File: config.mk
export PLATFORM = sky130hd
export DESIGN_NAME = bcd_display_scan
export DESIGN_NICKNAME = d
export VERILOG_FILES = /design/src/rtl/bcd_display_scan.sv
export SDC_FILE = /design/constraint.sdc
export NUM_CORES = 1
export LEC_CHECK = 0
export CORE_MARGIN = 2
export CORE_UTILIZATION = 58
export CTS_CLUSTER_SIZE = 14
export DETAILED_ROUTE_END_ITERATION = 8
export DONT_BUFFER_PORTS = 1
export PLACE_DENSITY = 0.74
export REMOVE_ABC_BUFFERS = 1
export SYNTH_ARGS = -nofsm -noshare
export SYNTH_HDL_FRONTEND = slang
export SYNTH_SLANG_ARGS = --single-unit
File: constraint.sdc
create_clock -name clk -period 3.7 [get_ports clk]
set_input_delay 0.555 -clock clk [delete_from_list [all_inputs] [get_ports clk]]
set_output_delay 0.555 -clock clk [all_outputs]
set_load 0.01 [all_outputs]
File: src/rtl/bcd_display_scan.sv
`default_nettype none
// ============================================================================
//  Module   : bcd_display_scan
//  Purpose  : Multiplexed common-anode 7-segment scanner for packed BCD with
//             frame-aligned load/ack commit. Optional LEADING_ZERO_BLANK_EN.
//  Revision : 1.0 - initial release
// ============================================================================
module bcd_display_scan #(
    parameter int DIGITS      = 4,
    parameter int REFRESH_DIV = 50000
) (
    input  logic                  clk,
    input  logic                  rst,
    input  logic                  load,
    input  logic [4*DIGITS-1:0]   bcd_in,
    output logic                  ack,
    output logic [6:0]            seg,
    output logic [DIGITS-1:0]     an,
    output logic                  err
);

    localparam int c_DIV_W = $clog2(REFRESH_DIV);
    localparam int c_IDX_W = (DIGITS > 1) ? $clog2(DIGITS) : 1;
    localparam logic [c_DIV_W-1:0] c_DIV_LAST = c_DIV_W'(REFRESH_DIV - 1);
    localparam logic [c_IDX_W-1:0] c_IDX_LAST = c_IDX_W'(DIGITS - 1);

    logic [c_DIV_W-1:0]  r_div;
    logic [c_IDX_W-1:0]  r_idx;
    logic [4*DIGITS-1:0] r_hold;
    logic [4*DIGITS-1:0] r_shadow;
    logic                r_pending;

    logic                w_tick;
    logic                w_commit;
    logic [c_IDX_W-1:0]  w_idx_next;
    logic [4*DIGITS-1:0] w_shadow_next;
    logic [3:0]          w_nib;
    logic                w_blank;
    logic                w_zero_run;
    logic [6:0]          w_seg;
    logic                w_err;
    logic [DIGITS-1:0]   w_an;

    assign w_tick        = (r_div == c_DIV_LAST);
    assign w_commit      = w_tick && (r_idx == c_IDX_LAST) && r_pending;
    assign w_shadow_next = w_commit ? r_hold : r_shadow;

    always_comb begin
        w_idx_next = r_idx;
        if (w_tick) begin
            w_idx_next = (r_idx == c_IDX_LAST) ? '0 : r_idx + 1'b1;
        end
    end

    // Outputs are decoded from next-cycle index/shadow so the registered
    // display, and the ack, line up with the new slot the cycle after tick.
    always_comb begin
        w_nib = 4'd0;
        w_an  = '1;
        for (int k = 0; k < DIGITS; k++) begin
            if (w_idx_next == c_IDX_W'(k)) begin
                w_nib   = w_shadow_next[4*k +: 4];
                w_an[k] = 1'b0;
            end
        end
    end

`ifdef LEADING_ZERO_BLANK_EN
    always_comb begin
        w_blank    = 1'b0;
        w_zero_run = 1'b1;
        for (int k = DIGITS - 1; k >= 1; k--) begin
            w_zero_run = w_zero_run && (w_shadow_next[4*k +: 4] == 4'd0);
            if ((w_idx_next == c_IDX_W'(k)) && w_zero_run) begin
                w_blank = 1'b1;
            end
        end
    end
`else
    assign w_blank    = 1'b0;
    assign w_zero_run = 1'b0;
`endif

    always_comb begin
        w_err = 1'b0;
        case (w_nib)
            4'd0:    w_seg = 7'h40;
            4'd1:    w_seg = 7'h79;
            4'd2:    w_seg = 7'h24;
            4'd3:    w_seg = 7'h30;
            4'd4:    w_seg = 7'h19;
            4'd5:    w_seg = 7'h12;
            4'd6:    w_seg = 7'h02;
            4'd7:    w_seg = 7'h78;
            4'd8:    w_seg = 7'h00;
            4'd9:    w_seg = 7'h10;
            default: begin
                w_seg = 7'h3F;
                w_err = 1'b1;
            end
        endcase
        if (w_blank) begin
            w_seg = 7'h7F;
        end
    end

    always_ff @(posedge clk) begin
        if (rst) begin
            r_div     <= '0;
            r_idx     <= '0;
            r_hold    <= '0;
            r_shadow  <= '0;
            r_pending <= 1'b0;
            ack       <= 1'b0;
            seg       <= 7'h7F;
            an        <= '1;
            err       <= 1'b0;
        end else begin
            r_div    <= w_tick ? '0 : r_div + 1'b1;
            r_idx    <= w_idx_next;
            r_shadow <= w_shadow_next;
            // A load coinciding with commit refills hold and stays pending.
            if (load) begin
                r_hold    <= bcd_in;
                r_pending <= 1'b1;
            end else if (w_commit) begin
                r_pending <= 1'b0;
            end
            ack <= w_commit;
            seg <= w_seg;
            an  <= w_an;
            err <= w_err;
        end
    end

endmodule
`default_nettype wire

# Word-level counts from Yosys, hierarchy flattened
# Index checks and enable logic that the tools add are counted.
# Widths: inputs -> output; s select.
totals:
  register_bits: 64
  in_bits: 19
  output_inout_bits: 13
  wordCells: 47
classes:
  n_addsub: 2
  n_eq_ne: 14
  mux: 15
  reduce_logical: 7
ops:
  columns: ["cell", "n"]
  rows:
  - ["$pmux 7 s10", 1]
  - ["$add 16x1->16 const B", 1]
  - ["$eq 16x16->1 const B", 1]
  - ["$eq 4x3->1 const B", 4]
  - ["$mux 16", 1]
  - ["$mux 4", 4]
  - ["$reduce_or 10->1", 1]
  - ["$eq 4x2->1 const B", 2]
  - ["$eq 4x4->1 const B", 2]
  - ["$mux 1", 7]
  - ["$eq 2x2->1 const B", 3]
  - ["$eq 4x1->1 const B", 1]
  - ["$logic_not 4->1", 1]
  - ["$mux 2", 2]
  - ["$add 2x1->2 const B", 1]
  - ["$eq 2x1->1 const B", 1]
  - ["$logic_and 1x1->1", 2]
  - ["$logic_not 2->1", 1]
  - ["$reduce_bool 2->1", 1]
  - ["$reduce_or 2->1", 1]

# Depth between registers and ports, before layout
logic_depth:
  ltp_word: 11
  mapped_depth: 13
  mapped_depth_nobuf: 10

# Worst setup path after synthesis
# Ideal clock, no wire load.
synth_timing:
  path_type: "reg2reg"
  from: "reg r_div[0]"
  to: "reg seg[3]"
  setup_ns: 0.122
  arrival_ns: 2.637
  t_required_ns: 3.578
  slack_ns: 0.941
  path_stages_with_launch: 13
  path_buffers: 3
  period_less_slack_ns: 2.759
  path_cell_list: "dfxtp_1 > ha_1 > and3_1 > buf_2 > nand4_4 > nor2_4 > buf_6 > mux2i_1 > mux2i_1 > mux2_4 > or2_1 > buf_6 > a221o_1"
synth_via:
  elab_chain_len: 10
  elab_cells_between_ends: 24
  cone_classes: "eq/ne (13); mux (7); reduce/logical (4)"
synth_lines:
  columns: ["element", "line", "source"]
  rows:
  - ["start: declaration", "27", "logic [c_DIV_W-1:0] r_div;"]
  - ["start signal: assignment", "119", "r_div <= w_tick ? '0 : r_div + 1'b1;"]
  - ["$eq 16x16->1 *", "44", "assign w_tick = (r_div == c_DIV_LAST);"]
  - ["$logic_and 1x1->1 (2 in a row)", "45", "assign w_commit = w_tick && (r_idx == c_IDX_LAST) && r_pending;"]
  - ["$mux 16", "46", "assign w_shadow_next = w_commit ? r_hold : r_shadow;"]
  - ["$mux 4 (3 in a row)", "61", "if (w_idx_next == c_IDX_W'(k)) begin"]
  - ["$mux 4 *", "61", null]
  - ["$eq 4x4->1 (tied with other cells)", "86", "case (w_nib)"]
  - ["$pmux 7 s10 *", "86", null]
  - ["end signal: assignment", "130", "seg <= w_seg;"]
  - ["end: declaration", "17", "output logic [6:0] seg,"]
# Every way passes the cells marked *; elsewhere a longest branch is shown, timed or not.
# A chain may end at the register's enable or synchronous reset.

# Worst setup path in the final report
# Ends and elaborated chain as after synthesis.

==> impl_metrics.toml <==
[sta]
rsz0062_at_grt = "false"
max_freq_ghz = 0.305
period_share_pct = 88.5
slew_violations = 0
worstMarginPinSlew_ns = 0.589
slew_headroom_pct = 60.7
fin_tns_setup_ns = 0
skew_ns = 0.00902
fin_crit_ns = 3.27
hold_violations = 0
setup_viol = 0

[clock_network]
postCtsResizedCells = 0
clock_sinks = 64
clk_latency_ns = 0.35
cts_root_buffer = "clkbuf_8"
cts_buffers = 9
clk_pin_slew_ns = 0.07
cts_tree = "done"
cts_hold_buf = 0
htreeDepth = 3
post_cts_buffers = 0
cts.path.max_buffers = 2

[synthesis]
syn_area_mm2 = 0.00270
synth_top_area_cell = "dfxtp_1"
synth_seq_area_share_pct = 47.4
synth_edf_count = 0
ys_async_sr_fraction_pct = 0
avgSynthCellArea_um2 = 10.1
syn_inst = 268
ys.flop_type = "dfxtp_1"
synth_warnings = 0
ys_types = 45
synth_top_area_share_pct = 47.4
synth_area_leaders = "dfxtp_1, mux2i_1, nor2_1"
ys_seq_elements = 64

[critical_path]
cp_max_fo = 16
max_stage_delay_ns = 0.51
crit_slowest_cell = "nor2_4"
worstPathRequired_ns = 3.93
endpoint_kind = "register"
crit_family = "simple AND/OR/NAND/NOR gates"
worstPathBufferInverterCount = 0
rrSetupSlack_ns = 0.43
worstSetupStartpointType = "register"
critical_path.most_common_cell = "mux2i_1"
path_cells = "ha_1 > and3_1 > nand4_4 > nor2_4 > mux2i_1 > mux2i_1 > mux2_2 > or2_1 > a221o_1"
arrival_ns = 3.50
critPathKind = "reg2reg"

[global_routing]
grt_overflow = 0
antenna_found_initial = 0
grt_pass1_vias = 1706
grt_pass1_wl_um = 8120
grtUsageTotal_pct = 20.4
grt_max_degree = 47

[cells_and_area]
syn2layout_area_growth_pct = 7.78
final_common_cell = "dfxtp_1"
final_cell_mix = "dfxtp_1, nor2_1, mux2i_1"
final_net_count = 285
finalNonFillerCells = 321
drive_gt1_share_pct = 11.9
diodes = 0

[floorplan]
io_pins = 32
die_area_mm2 = 0.00522
core_mm2 = 0.00441
die-height_um = 72.3
die_x_um = 72.3
start_util_pct = 61.2
rows = 24

[routing]
wl_per_cell_um = 14.8
drt-initial-drc-count = 70
drcViolationCount = 0
antenna_left = 0
vias = 1802
vias_per_cell = 5.61
firstDrtPassIters = 5
routed_wl_um = 4750

[place]
dp_hpwl_um = 3090
dp_cells = 305
portBuffers = 0
place_congestion = 0.793

[power]
p_per_area_mw_per_mm2 = 488
total_power_uw = 1420
irDropWorstVdd_v = 0.000304
p_leak_uw = 0.00113

[outcome]
outcome = "complete, no violations"

[min_path]
hold_class = "in2reg"

[run]
drv_cap = 0
[cell families after synthesis]
| logic type | count (synthesis) | share of synthesized area [%] |
|---|---|---|
| AOI/OAI and AO/OA | 32 | 9.03 |
| and+or+nand+nor | 96 | 18.6 |
| xor gates and xnor gates | 11 | 3.56 |
| muxes | 42 | 16.5 |
| buffers and inverters | 21 | 3.98 |
| adders and majority gates | 2 | 0.926 |
| DFF | 64 | 47.4 |
[area by class of cell]
type | instances | area [um^2]
fill | 373 | 1500
multi-input combinational | 183 | 1310
sequential | 64 | 1280
clock buffer | 10 | 138
clock inverter | 6 | 92.6
tap | 52 | 65.1
inverter | 6 | 22.5
[routing by layer]
metal / up-vias / share of wire, % / GRT usage (%)
met5: - / 0 / 0
met4: 0 / 1.7 / 10.3
met3: 8 / 4.4 / 8.19
met2: 36 / 42 / 28.0
met1: 838 / 52 / 27.4
li1: 920 / - / -
[report_power, final]
| group | internal [uW] | switching (uW) | leakage [uW] |
|---|---|---|---|
| combinational | 16.7 | 11.2 | 0.000501 |
| clock | 399 | 274 | 0.000109 |
| sequential | 707 | 14.0 | 0.000522 |
| total | 1120 | 299 | 0.00113 |
[flip-flops by register name (all words and copies together) (netlist names)]
name       flops
r_div         16
r_shadow      16
r_pending      1
err            1
ack            1
seg            7
an             4
r_hold        16
r_idx          2
[cells in the mapped netlist (all sizes together), types with 3 or more instances]
library cell / number
xor2: 6
nand4: 5
nor4b: 3
mux2i: 38
inv: 6
buf: 7
o221a: 4
mux2: 4
nand2: 14
clkbuf: 8
nor2: 52
o21ai: 7
xnor2: 5
a221o: 3
a21oi: 9
or2: 3
o21bai: 3
or3: 4
nand3: 5
dfxtp: 64
[worst reg2reg max path, delay by kind of cell, from the launching register on]
| kind | cells | cell delay (ns) |
|---|---|---|
| simple gates | 4 | 1.43 |
| mux | 3 | 0.82 |
| fa+ha+maj | 1 | 0.20 |
| compound gates | 1 | 0.34 |
| flops | 1 | 0.35 |
[worst paths after layout]
path | startpoint | end | cells after the start
hold reg to reg | r_div[0] | r_div[0] | 1
setup / recovery | r_div[0] | seg[3] | 9
hold / removal | rst | r_hold[13] | 1
setup reg to reg | r_div[0] | seg[3] | 9
[per-stage QoR]
stage	setup WS [ns]	util [%]	hold WS (ns)	instance area, um^2
after floorplan	0.870	-	0.418	2620
final	0.425	66.0	0.271	2910
after detailed placement	0.508	60.8	0.432	2680
after CTS	0.424	66.0	0.252	2910
after global placement	0.691	60.8	0.428	2680
after global routing	0.258	66.0	0.253	2910
Power figures use the tool's default switching activity.
